==> src/rtl/spi_master.sv <==
// SPI master: serialises tx_data MSB-first on mosi and assembles miso into rx_data; frame takes (2*DATA_W+3)*CLK_DIV clk cycles.
// Backpressure: start is honoured only in IDLE; while busy it is dropped, never queued.
module spi_master #(
  parameter int DATA_W  = 16,
  parameter int CLK_DIV = 4
) (
  input  logic              clk,
  input  logic              rst_n,
  input  logic              start,
  input  logic [DATA_W-1:0] tx_data,
  output logic              busy,
  output logic              done,
  output logic [DATA_W-1:0] rx_data,
  output logic              sclk,
  output logic              ss,
  output logic              mosi,
  input  logic              miso
);

  typedef enum logic [2:0] {IDLE, SETUP, HIGH, LOW, HOLD, GAP} state_t;

  localparam int DIV_W = $clog2(2 * CLK_DIV + 1);
  localparam int BIT_W = $clog2(DATA_W + 1);
  localparam logic [DIV_W-1:0] PHASE_END = DIV_W'(CLK_DIV - 1);
  localparam logic [DIV_W-1:0] HOLD_END  = DIV_W'(2 * CLK_DIV - 1);
  localparam logic [BIT_W-1:0] LAST_BIT  = BIT_W'(DATA_W - 1);

  state_t            state;
  logic [DIV_W-1:0]  div_cnt;
  logic [BIT_W-1:0]  bit_cnt;
  logic [DATA_W-1:0] tx_shift;
  logic [DATA_W-1:0] rx_shift;
  logic              phase_done;
  logic              hold_done;

  assign phase_done = (div_cnt == PHASE_END);
  assign hold_done  = (div_cnt == HOLD_END);

  always_ff @(posedge clk or negedge rst_n) begin
    if (!rst_n) begin
      state    <= IDLE;
      div_cnt  <= '0;
      bit_cnt  <= '0;
      tx_shift <= '0;
      rx_shift <= '0;
      rx_data  <= '0;
      busy     <= 1'b0;
      done     <= 1'b0;
      sclk     <= 1'b0;
      ss       <= 1'b1;
      mosi     <= 1'b0;
    end else begin
      done <= 1'b0;
      case (state)
        IDLE: begin
          if (start) begin
            tx_shift <= tx_data;
            mosi     <= tx_data[DATA_W-1];
            ss       <= 1'b0;
            busy     <= 1'b1;
            div_cnt  <= '0;
            bit_cnt  <= '0;
            state    <= SETUP;
          end
        end
        SETUP, LOW: begin
          if (phase_done) begin
            div_cnt <= '0;
            sclk    <= 1'b1;
            state   <= HIGH;
          end else begin
            div_cnt <= div_cnt + 1'b1;
          end
        end
        HIGH: begin
          if (phase_done) begin
            div_cnt  <= '0;
            sclk     <= 1'b0;
            rx_shift <= {rx_shift[DATA_W-2:0], miso};
            bit_cnt  <= bit_cnt + 1'b1;
            if (bit_cnt == LAST_BIT) begin
              state <= HOLD;
            end else begin
              tx_shift <= tx_shift << 1;
              mosi     <= tx_shift[DATA_W-2];
              state    <= LOW;
            end
          end else begin
            div_cnt <= div_cnt + 1'b1;
          end
        end
        // After the last fall sclk stays low for a full low phase plus a
        // hold phase before ss is released.
        HOLD: begin
          if (hold_done) begin
            div_cnt <= '0;
            ss      <= 1'b1;
            rx_data <= rx_shift;
            done    <= 1'b1;
            mosi    <= 1'b0;
            state   <= GAP;
          end else begin
            div_cnt <= div_cnt + 1'b1;
          end
        end
        GAP: begin
          if (phase_done) begin
            div_cnt <= '0;
            busy    <= 1'b0;
            state   <= IDLE;
          end else begin
            div_cnt <= div_cnt + 1'b1;
          end
        end
        default: state <= IDLE;
      endcase
    end
  end

endmodule
==> config.mk <==
export PLATFORM = sky130hd
export DESIGN_NAME = spi_master
export DESIGN_NICKNAME = d
export VERILOG_FILES = /design/src/rtl/spi_master.sv
export SDC_FILE = /design/constraint.sdc
export NUM_CORES = 1
export LEC_CHECK = 0
export BUFFER_PORTS_ARGS = -buffer_cell sky130_fd_sc_hd__buf_4
export CAP_MARGIN = 20
export CORE_MARGIN = 2
export CORE_UTILIZATION = 61
export CTS_CLUSTER_SIZE = 40
export DETAILED_ROUTE_END_ITERATION = 12
export PLACE_DENSITY = 0.91
export SETUP_SLACK_MARGIN = 0.05
export SYNTH_ARGS = -nofsm -noshare
export SYNTH_HDL_FRONTEND = slang
export SYNTH_SLANG_ARGS = --single-unit
==> constraint.sdc <==
create_clock -name clk -period 5.6 [get_ports clk]
set_input_delay 1.12 -clock clk [delete_from_list [all_inputs] [get_ports clk]]
set_output_delay 1.12 -clock clk [all_outputs]
set_load 0.1 [all_outputs]
# --- Word level (Yosys, flattened, before mapping) ---
# Index checks and enable logic that the tools add are counted.
word_totals:
  ff_bits: 64
  out_inout_bits: 21
  word_cells: 79
classes:
  add_sub_neg: 2
  n_eq_ne: 14
  muxes: 33
  n_reduce_logical: 19
op_table:
  columns: ["op", "count"]
  rows:
  - ["$mux 15", 3]
  - ["$pmux 15 s2", 1]
  - ["$mux 3", 6]
  - ["$pmux 3 s5", 1]
  - ["$mux 4", 3]
  - ["$ne 2x2->1 const B", 6]
  - ["$pmux 4 s3", 1]
  - ["$reduce_and 3->1", 4]
  - ["$mux 1", 11]
  - ["$mux 5", 2]
  - ["$pmux 5 s2", 1]
  - ["$reduce_and 5->1", 2]
  - ["$reduce_bool 2->1", 4]
  - ["$eq 3x2->1 const B", 2]
  - ["$eq 3x3->1 const B", 2]
  - ["$pmux 1 s2", 3]
  - ["$reduce_and 2->1", 3]
  - ["$reduce_bool 3->1", 2]
  - ["$add 5x1->5 const B", 1]
  - ["$eq 5x4->1 const B", 1]
  - ["$add 4x1->4 const B", 1]
  - ["$eq 4x2->1 const B", 1]
  - ["$eq 4x3->1 const B", 1]
  - ["$reduce_and 4->1", 1]
  - ["other kinds (5)", 5]

# --- Longest topological paths before layout ---
# Gate-level depths: netlist of run 1.
logic_depth:
  word_depth: 4
  ltp_mapped: 7
  ltp_nobuf: 7

# --- Worst setup path after synthesis of run 1 ---
# No wires, ideal clock.
synth_timing:
  path_type: "input port to flip-flop"
  from: "in start"
  to: "reg tx_shift[10]"
  arrival_time_ns: 2.045
  required_ns: 5.475
  slack_ns: 3.430
  path_stages: 4
  cell_sequence: "nor2b_1 > o21ai_2 > buf_6 > mux2_4"
synth_via:
  elab_chain_cells: 2
synth_rtl:
  columns: ["item", "line_no", "source"]
  rows:
  - ["start: declaration", "9", "input logic start,"]
  - ["$ne 2x2->1 (no line)", null, null]
  - ["$reduce_and 4->1 (no line)", null, null]
  - ["end signal: assignment", "57", "tx_shift <= tx_data;"]
  - ["end signal: assignment", "84", "tx_shift <= tx_shift << 1;"]
  - ["end: declaration", "31", "logic [DATA_W-1:0] tx_shift;"]
# No other way between the ends.
# A chain may end at the register's enable or synchronous reset.

# --- Worst setup path in the final report of run 1 ---
layout_timing:
  from: "in start"
  to: "reg tx_shift[14]"
# The elaborated chain is that of the path after synthesis.

==> out/metrics.cfg, run 1 <==
[outcome]
run_status=finished clean

[grt]
antenna_found_initial=0
grt_util_met2=0.357
grt_pass1_wl_um=9400
gr-usage-all-layers=0.236
busiest_layer=met2
grt_pass1_vias=1963
grt_start_max_net_pins=65
grt-ovfl-total=0
gr-usage-met3=0.0809
met1_usage=0.305

[timing]
period_minus_slack_ps=2390
rsz0062_at_grt=no
setup_ws_ps=3210
setup_viol_count_final=0
skew_ps=4.98
period_share=0.427
holdWs_ps=507
max_slew.worst_pin.slew_ps=944
slew_headroom=0.371
drv_slew=0
tns_ps=0
fmax_mhz=418
hold_viol=0

[clock_network]
cts_hold_buf=0
insertion_delay_ps=340
clock-root-buffer=clkbuf_8
path_clk_slew_ps=70
tritoncts=built
cts_setup_buffers=0
numCtsBuffers=9
h-tree-depth=3
clockBufferDepth=2
cts_resized=0
cts_sinks=64

[yosys]
synth.avg_cell_area_um2=12.9
synth_nets=253
synth-edff-count=0
synth_top_area_cell=dfrtp_1
ys_types=43
synth_top_cell_area_share=0.533
synthFlopType=dfrtp_1
yosys_warnings=0
synthArstFlopShare=1.00
synth-seq-area-share=0.541
syn_inst=229
ys_ff_latch=64
synth_area_um2=2960
synth.area.top_cells=dfrtp_1 53%, mux2_2 19%, mux2_4 5.1%

[final_layout]
postLayoutCellArea_um2=3480
final_cell_mix=63 x dfrtp_1, 49 x mux2_2, 41 x buf_4, 19 x nand2_1, 13 x o21ai_0
final_cells=328
fillers=327
mostFrequentLayoutCell=dfrtp_1
area_growth_pct=17.5
utilization=0.741
fin_nets=294
seq_area_um2=1600
multi_input_area_um2=1280
drive_gt1_frac=0.453
num_antenna_cells=0

[worst_setup_path]
crit_required_ps=5830
cp_data_arrival_time_ps=2620
critical_path_class=in -> reg
path_max_fanout=15
cp-start-kind=input port
end_kind=flop

[floorplan]
std_cell_rows=25
boundaryPins=41
core-area_um2=4690
die_h_um=73.7
die-area_um2=5430
die_width_um=73.7
start_util=0.631

[pwr]
powerDensity_nw_per_um2=464
power_mw=1.61
p_leak_nw=1.75
peakVddDrop_mv=0.295

[hold_path]
hold_class=reg -> reg

[placement]
dp_hpwl_um=3540
io_buffer_count=40
place_inst=313
gp_congestion=0.840
pre_cts_slack_ps=2830
placed_cell_area_um2=3280

[detailed_routing]
routed_wl_um=5550
drc=0
drtIter0Drc=96
via_per_inst=5.83
via_count=1911
drtAntennaViolNets=0
avgRoutedWirePerCell_um=16.9
first_pass_iters=4

[job]
maxCapViolations=0

==> flip-flops by register name, indices dropped and copies added, names as in the netlist <==
| register | cells |
|---|---|
| rx_data | 16 |
| rx_shift | 16 |
| tx_shift | 15 |
| bit_cnt | 5 |
| div_cnt | 4 |
| state | 3 |
| busy | 1 |
| done | 1 |
| mosi | 1 |
| sclk | 1 |
| ss | 1 |
==> Yosys cell counts (4+ instances only) <==
master and n:
a21oi_1 6, a22o_1 4, buf_2 4, clkbuf_1 4, dfrtp_1 63, ha_1 4, inv_1 6, mux2_1 4
mux2_2 49, mux2_4 10, nand2_1 19, o21ai_0 13
==> power by group <==
| group | total, mW | internal [mW] | switching (mW) |
|---|---|---|---|
| Combinational | 0.571 | 0.264 | 0.307 |
| Sequential | 0.650 | 0.567 | 0.0824 |
| Clock | 0.392 | 0.215 | 0.177 |
| Total | 1.61 | 1.05 | 0.566 |
==> path summary, 6_finish.rpt <==
path                                         startpoint                       end  slack, ps  cells after the start
worst max register to register   div_cnt[0]$_DFFE_PN0P_   rx_shift[6]$_DFFE_PN0P_       3250                      4
max in group asynchronous                         rst_n   rx_shift[6]$_DFFE_PN0P_       4240                      1
worst min-delay path            rx_data[12]$_DFFE_PN0P_   rx_data[12]$_DFFE_PN0P_        510                      1
worst min register to register  rx_data[12]$_DFFE_PN0P_   rx_data[12]$_DFFE_PN0P_        510                      1
min in group asynchronous                         rst_n          mosi$_DFFE_PN0P_        840                      1
worst max-delay path                              start  tx_shift[14]$_DFFE_PN0P_       3210                      4
==> cells by family (layout without fill, tap and decap cells) <==
| logic type | after synthesis | after routing | share of synthesized area |
|---|---|---|---|
| buf+inv | 17 | 62 | 0.0258 |
| mux | 63 | 63 | 0.252 |
| fa+ha+maj | 4 | 4 | 0.0169 |
| simple gates | 45 | 45 | 0.0845 |
| compound gates | 36 | 36 | 0.0790 |
| flops | 64 | 64 | 0.541 |
==> layout make-up <==
class,count,share of cell area
Timing Repair Buffer,41,0.0885
Sequential cell,64,0.461
Tap cell,54,0.0194
Clock inverter,5,0.0166
Inverter,6,0.00648
Clock buffer,10,0.0396
Multi-Input combinational cell,148,0.368
==> worst max-delay path, stage by stage <==
cell	delay [ps]
buf_4	120
nor2b_1	170
o21ai_2	780
mux2_2	420
==> per-layer routing <==
layer / wire length [µm] / up-vias
li1: - / 899
met1: 2390 / 958
met2: 2830 / 46
met3: 251 / 8
met4: 82 / 0
met5: 0 / -
Power figures use the tool's default switching activity.
==> run 2: changes to the inputs <==
CORE_UTILIZATION = 51   (was 61)
PLACE_DENSITY = 0.82   (was 0.91)
clock period = 2.2 ns   (was 5.6 ns; I/O delays follow)
==> run 2 against run 1 <==
- register-to-register slack got worse by 3100 ps
- count of clock-buffer cells in the layout increased by 2
- worst setup slack got worse by 3100 ps
- critical path type is now reg -> reg
- sequential cell count unchanged
==> out/metrics.cfg, run 2 (same netlist as run 1, synthesis figures left out) <==
[grt]
busiest_layer=met2
grt-ovfl-total=0
grt_pass1_wl_um=9660
gr-usage-all-layers=0.200
gr-usage-met3=0.0652
antenna_found_initial=0
grt_start_max_net_pins=65
grt_pass1_vias=2026
grt_util_met2=0.330
met1_usage=0.241

[pwr]
peakVddDrop_mv=0.702
powerDensity_nw_per_um2=1180
power_mw=4.25
p_leak_nw=1.79

[worst_setup_path]
timing.critical_path.from=div_cnt[0]$_DFFE_PN0P_
path_cells=ha_1, or3b_1, nor3b_4, o21ai_4, mux2_2
crit_path_top_delay_cell=or3b_1
reg2reg_from=div_cnt[0]$_DFFE_PN0P_
end_kind=flop
crit_path_end=tx_shift[0]$_DFFE_PN0P_
crit_family=simple AND/OR/NAND/NOR gates
rrSetupSlack_ps=120
cp-start-kind=flop
path_max_fanout=8
timing.rr.end=tx_shift[0]$_DFFE_PN0P_
reg2regPathDepth=5
crit_required_ps=2410
critical_path_class=reg -> reg
cp_data_arrival_time_ps=2280
cp.depth=5
cpPeakStageDelay_ps=440
cp_num_buf_inv=0

[final_layout]
fillers=440
final_cell_mix=63 x dfrtp_1, 50 x buf_4, 49 x mux2_2, 19 x nand2_1, 13 x o21ai_0
mostFrequentLayoutCell=dfrtp_1
top_regs=rx_data (16), rx_shift (16), tx_shift (15)
utilization=0.651
drive_gt1_frac=0.461
num_antenna_cells=0
area_growth_pct=21.8
fin_nets=304

[clock_network]
cts_setup_buffers=0
clockBufferDepth=2
cts_hold_buf=0
cts_sinks=64
numCtsBuffers=9
tritoncts=built
clock-root-buffer=clkbuf_8
h-tree-depth=3
insertion_delay_ps=340
path_clk_slew_ps=70

[timing]
drv_slew=0
hold_viol=0
fmax_mhz=482
skew_ps=13.7
setup_viol_count_final=0
period_minus_slack_ps=2080
period_share=0.944
rsz0062_at_grt=no
slew_headroom=0.485
max_slew.worst_pin.slew_ps=772
holdWs_ps=183
setup_ws_ps=124

[job]
maxCapViolations=0

[placement]
io_buffer_count=40
dp_hpwl_um=3710
pre_cts_slack_ps=-104
gp_congestion=0.772

[detailed_routing]
drtAntennaViolNets=0
routed_wl_um=5710
via_count=1981
drtIter0Drc=133
avgRoutedWirePerCell_um=16.0
first_pass_iters=4
drc=0
via_per_inst=5.56

[floorplan]
die_width_um=80.2
std_cell_rows=27
boundaryPins=41
core-area_um2=5540
die_h_um=80.2
start_util=0.534
die-area_um2=6430

[hold_path]
hold_class=in -> async

[outcome]
run_status=finished clean

==> run 2: cell count changes in the layout (fill, tap and decap cells not counted), sizes merged <==
cell,change
buf,+9
o21ai,+1
clkinvlp,+1
bufinv,+1
clkbuf,+2
clkinv,-4
==> run 2: report_power, final <==
group          internal (mW)  switching [mW]  leakage, nW
clock                  0.633           0.430       0.0967
sequential              1.44           0.221        0.818
combinational          0.724           0.799        0.873
==> run 2: routing by layer <==
layer,share of wire,vias up
met5,0,-
met4,0.019,0
met3,0.046,10
met2,0.51,47
met1,0.42,993
li1,-,931
==> run 2: worst min-delay path by stage <==
stage	startpoint	endpoint	slack [ps]	cells past startpoint
final	rst_n	rx_data[12]$_DFFE_PN0P_	180	1
after floorplan	rst_n	bit_cnt[0]$_DFFE_PN0P_	140	0
after detailed placement	tx_shift[10]$_DFFE_PN0P_	tx_shift[10]$_DFFE_PN0P_	490	1
after CTS	rst_n	tx_shift[5]$_DFFE_PN0P_	210	1
after global placement	rx_shift[15]$_DFFE_PN0P_	rx_shift[15]$_DFFE_PN0P_	470	1
after global routing	rst_n	rx_data[14]$_DFFE_PN0P_	250	1
==> run 2: final cells by class <==
cell class | count | area [µm²] | area share
flip-flops and latches | 64 | 1600 | 0.445
multi-input cells | 149 | 1310 | 0.364
repair buffers | 50 | 375 | 0.104
clock buffers | 12 | 135 | 0.0375
well taps | 72 | 90.1 | 0.0250
clock inverters | 3 | 67.6 | 0.0187
inverters | 6 | 22.5 | 0.00625
==> run 2: repair_timing <==
| action | CTS | global route |
|---|---|---|
| pin swaps | 0 | 1 |
| gates cloned | 0 | 1 |
| resized for setup | 1 | 2 |
| endpoints found under the setup margin | 15 | 3 |
==> run 2: per-stage QoR <==
stage / instances / setup TNS [ps] / area [µm²]
after floorplan: 229 / 0 / 2960
after global placement: 340 / 0 / 3370
after detailed placement: 340 / -599 / 3370
after CTS: 355 / 0 / 3580
after global routing: 356 / 0 / 3600
final: 356 / 0 / 3600
==> run 2: worst register-to-register path, delay by kind of cell (launching register included) <==
kind                       cells  cell delay, ps
DFF                            1             380
adders and majority gates      1             250
muxes                          1             340
and+or+nand+nor                2             780
AOI/OAI and AO/OA              1             180
==> run 3: changes to the inputs <==
CORE_UTILIZATION = 61   (was 51)
PLACE_DENSITY = 0.91   (was 0.82)
clock period = 2.55 ns   (was 2.2 ns; I/O delays follow)
==> run 3 against run 2 <==
- cell area down 2.6%
- maximum frequency down 2.9%
- sequential cell count unchanged
- register-to-register slack better by 290 ps
- die area down 16%
- sequential power down 14%
- critical path type unchanged
- largest cell class unchanged
- largest power group unchanged
==> out/metrics.cfg, run 3 (same netlist as run 1, synthesis figures left out) <==
[worst_setup_path]
timing.rr.end=tx_shift[2]$_DFFE_PN0P_
critical_path_class=reg -> reg
cp_data_arrival_time_ps=2360
reg2regPathDepth=5
path_max_fanout=15
rrSetupSlack_ps=410
timing.critical_path.from=div_cnt[0]$_DFFE_PN0P_
crit_required_ps=2770
cp-start-kind=flop
reg2reg_from=div_cnt[0]$_DFFE_PN0P_
end_kind=flop

[timing]
max_slew.worst_pin.slew_ps=766
rsz0062_at_grt=no
skew_ps=6.20
period_share=0.838
holdWs_ps=238
hold_viol=0
drv_slew=0
fmax_mhz=468
setup_viol_count_final=0
slew_headroom=0.490
period_minus_slack_ps=2140
tns_ps=0

[detailed_routing]
drtAntennaViolNets=0
drc=0
drtIter0Drc=232
first_pass_iters=5
via_count=1954
via_per_inst=5.90
avgRoutedWirePerCell_um=16.5
routed_wl_um=5470

[grt]
gr-usage-all-layers=0.231
antenna_found_initial=0
grt_pass1_wl_um=9340
grt_pass1_vias=1934
grt-ovfl-total=0
grt_start_max_net_pins=65

[placement]
io_buffer_count=40
dp_hpwl_um=3700
gp_congestion=0.827

[hold_path]
hold_class=in -> async

[floorplan]
core-area_um2=4690
die-area_um2=5430
boundaryPins=41
die_width_um=73.7
std_cell_rows=25
die_h_um=73.7
start_util=0.631

[pwr]
pwr-share-clk=0.246
pwr-share-comb=0.351
power_frac_seq=0.403
swShare=0.349
peakVddDrop_mv=0.766
powerDensity_nw_per_um2=1010
power_switching_mw=1.24
internal-power_mw=2.31
p_leak_nw=1.76

[clock_network]
cts_hold_buf=0
h-tree-depth=3
cts_sinks=64
tritoncts=built
cts_resized=0
clock-root-buffer=clkbuf_8
cts_setup_buffers=0
numCtsBuffers=9
path_clk_slew_ps=70
clockBufferDepth=2
insertion_delay_ps=340

[final_layout]
utilization=0.748
final_cell_mix=63 x dfrtp_1, 49 x mux2_2, 43 x buf_4, 19 x nand2_1, 13 x o21ai_0
fillers=297
num_antenna_cells=0
top_regs=rx_data (16), rx_shift (16), tx_shift (15)
fin_nets=296
drive_gt1_frac=0.458
mostFrequentLayoutCell=dfrtp_1
area_growth_pct=18.6

[job]
maxCapViolations=0

[outcome]
run_status=finished clean

==> run 3: how the worst max path moves through the flow <==
stage | to | cells past startpoint | slack, ps
6_report | tx_shift[2]$_DFFE_PN0P_ | 5 | 410
5_1_grt | tx_shift[1]$_DFFE_PN0P_ | 6 | 320
4_1_cts | tx_shift[2]$_DFFE_PN0P_ | 5 | 170
3_5_place_dp | tx_shift[14]$_DFFE_PN0P_ | 5 | 190
3_3_place_gp | tx_shift[3]$_DFFE_PN0P_ | 5 | 270
2_1_floorplan | tx_shift[10]$_DFFE_PN0P_ | 7 | 620
==> run 3: critical path: stages (launching register included) <==
cell and delay, ps:
dfrtp_1 420, ha_1 260, or3b_1 310, nor3b_2 90, o21ai_4 520, mux2_2 410
==> run 3: cell type report <==
class	count	area (µm²)	area share
clock buffers	10	138	0.0392
repair buffers	43	323	0.0920
flip-flops and latches	64	1600	0.457
multi-input cells	148	1290	0.367
clock inverters	6	67.6	0.0193
inverters	6	22.5	0.00642
well taps	54	67.6	0.0193
==> run 3: power groups by stage <==
| stage | logic (mW) | clock network, mW | registers [mW] |
|---|---|---|---|
| detailed placement | 1.24 | 0 | 1.44 |
| CTS | 1.24 | 0.890 | 1.43 |
| floorplan | 0.859 | 0 | 1.54 |
| finish | 1.25 | 0.872 | 1.43 |
| global route | 1.37 | 0.933 | 1.46 |
| global placement | 1.18 | 0 | 1.42 |
==> run 3: per-layer routing <==
| layer | vias to the layer above | GRT usage | part of all wire |
|---|---|---|---|
| li1 | 913 | - | - |
| met1 | 977 | 0.312 | 0.43 |
| met2 | 57 | 0.363 | 0.51 |
| met3 | 7 | 0.0700 | 0.052 |
| met4 | 0 | 0.0687 | 0.013 |
| met5 | - | 0 | 0 |
==> run 3: stage by stage <==
step	area (µm²)	std cells	power, mW	setup WS (ps)
floorplan	2960	229	2.40	620
global placement	3300	315	2.60	268
detailed placement	3300	315	2.68	189
CTS	3500	331	3.56	171
global route	3510	331	3.76	322
finish	3510	331	3.55	413
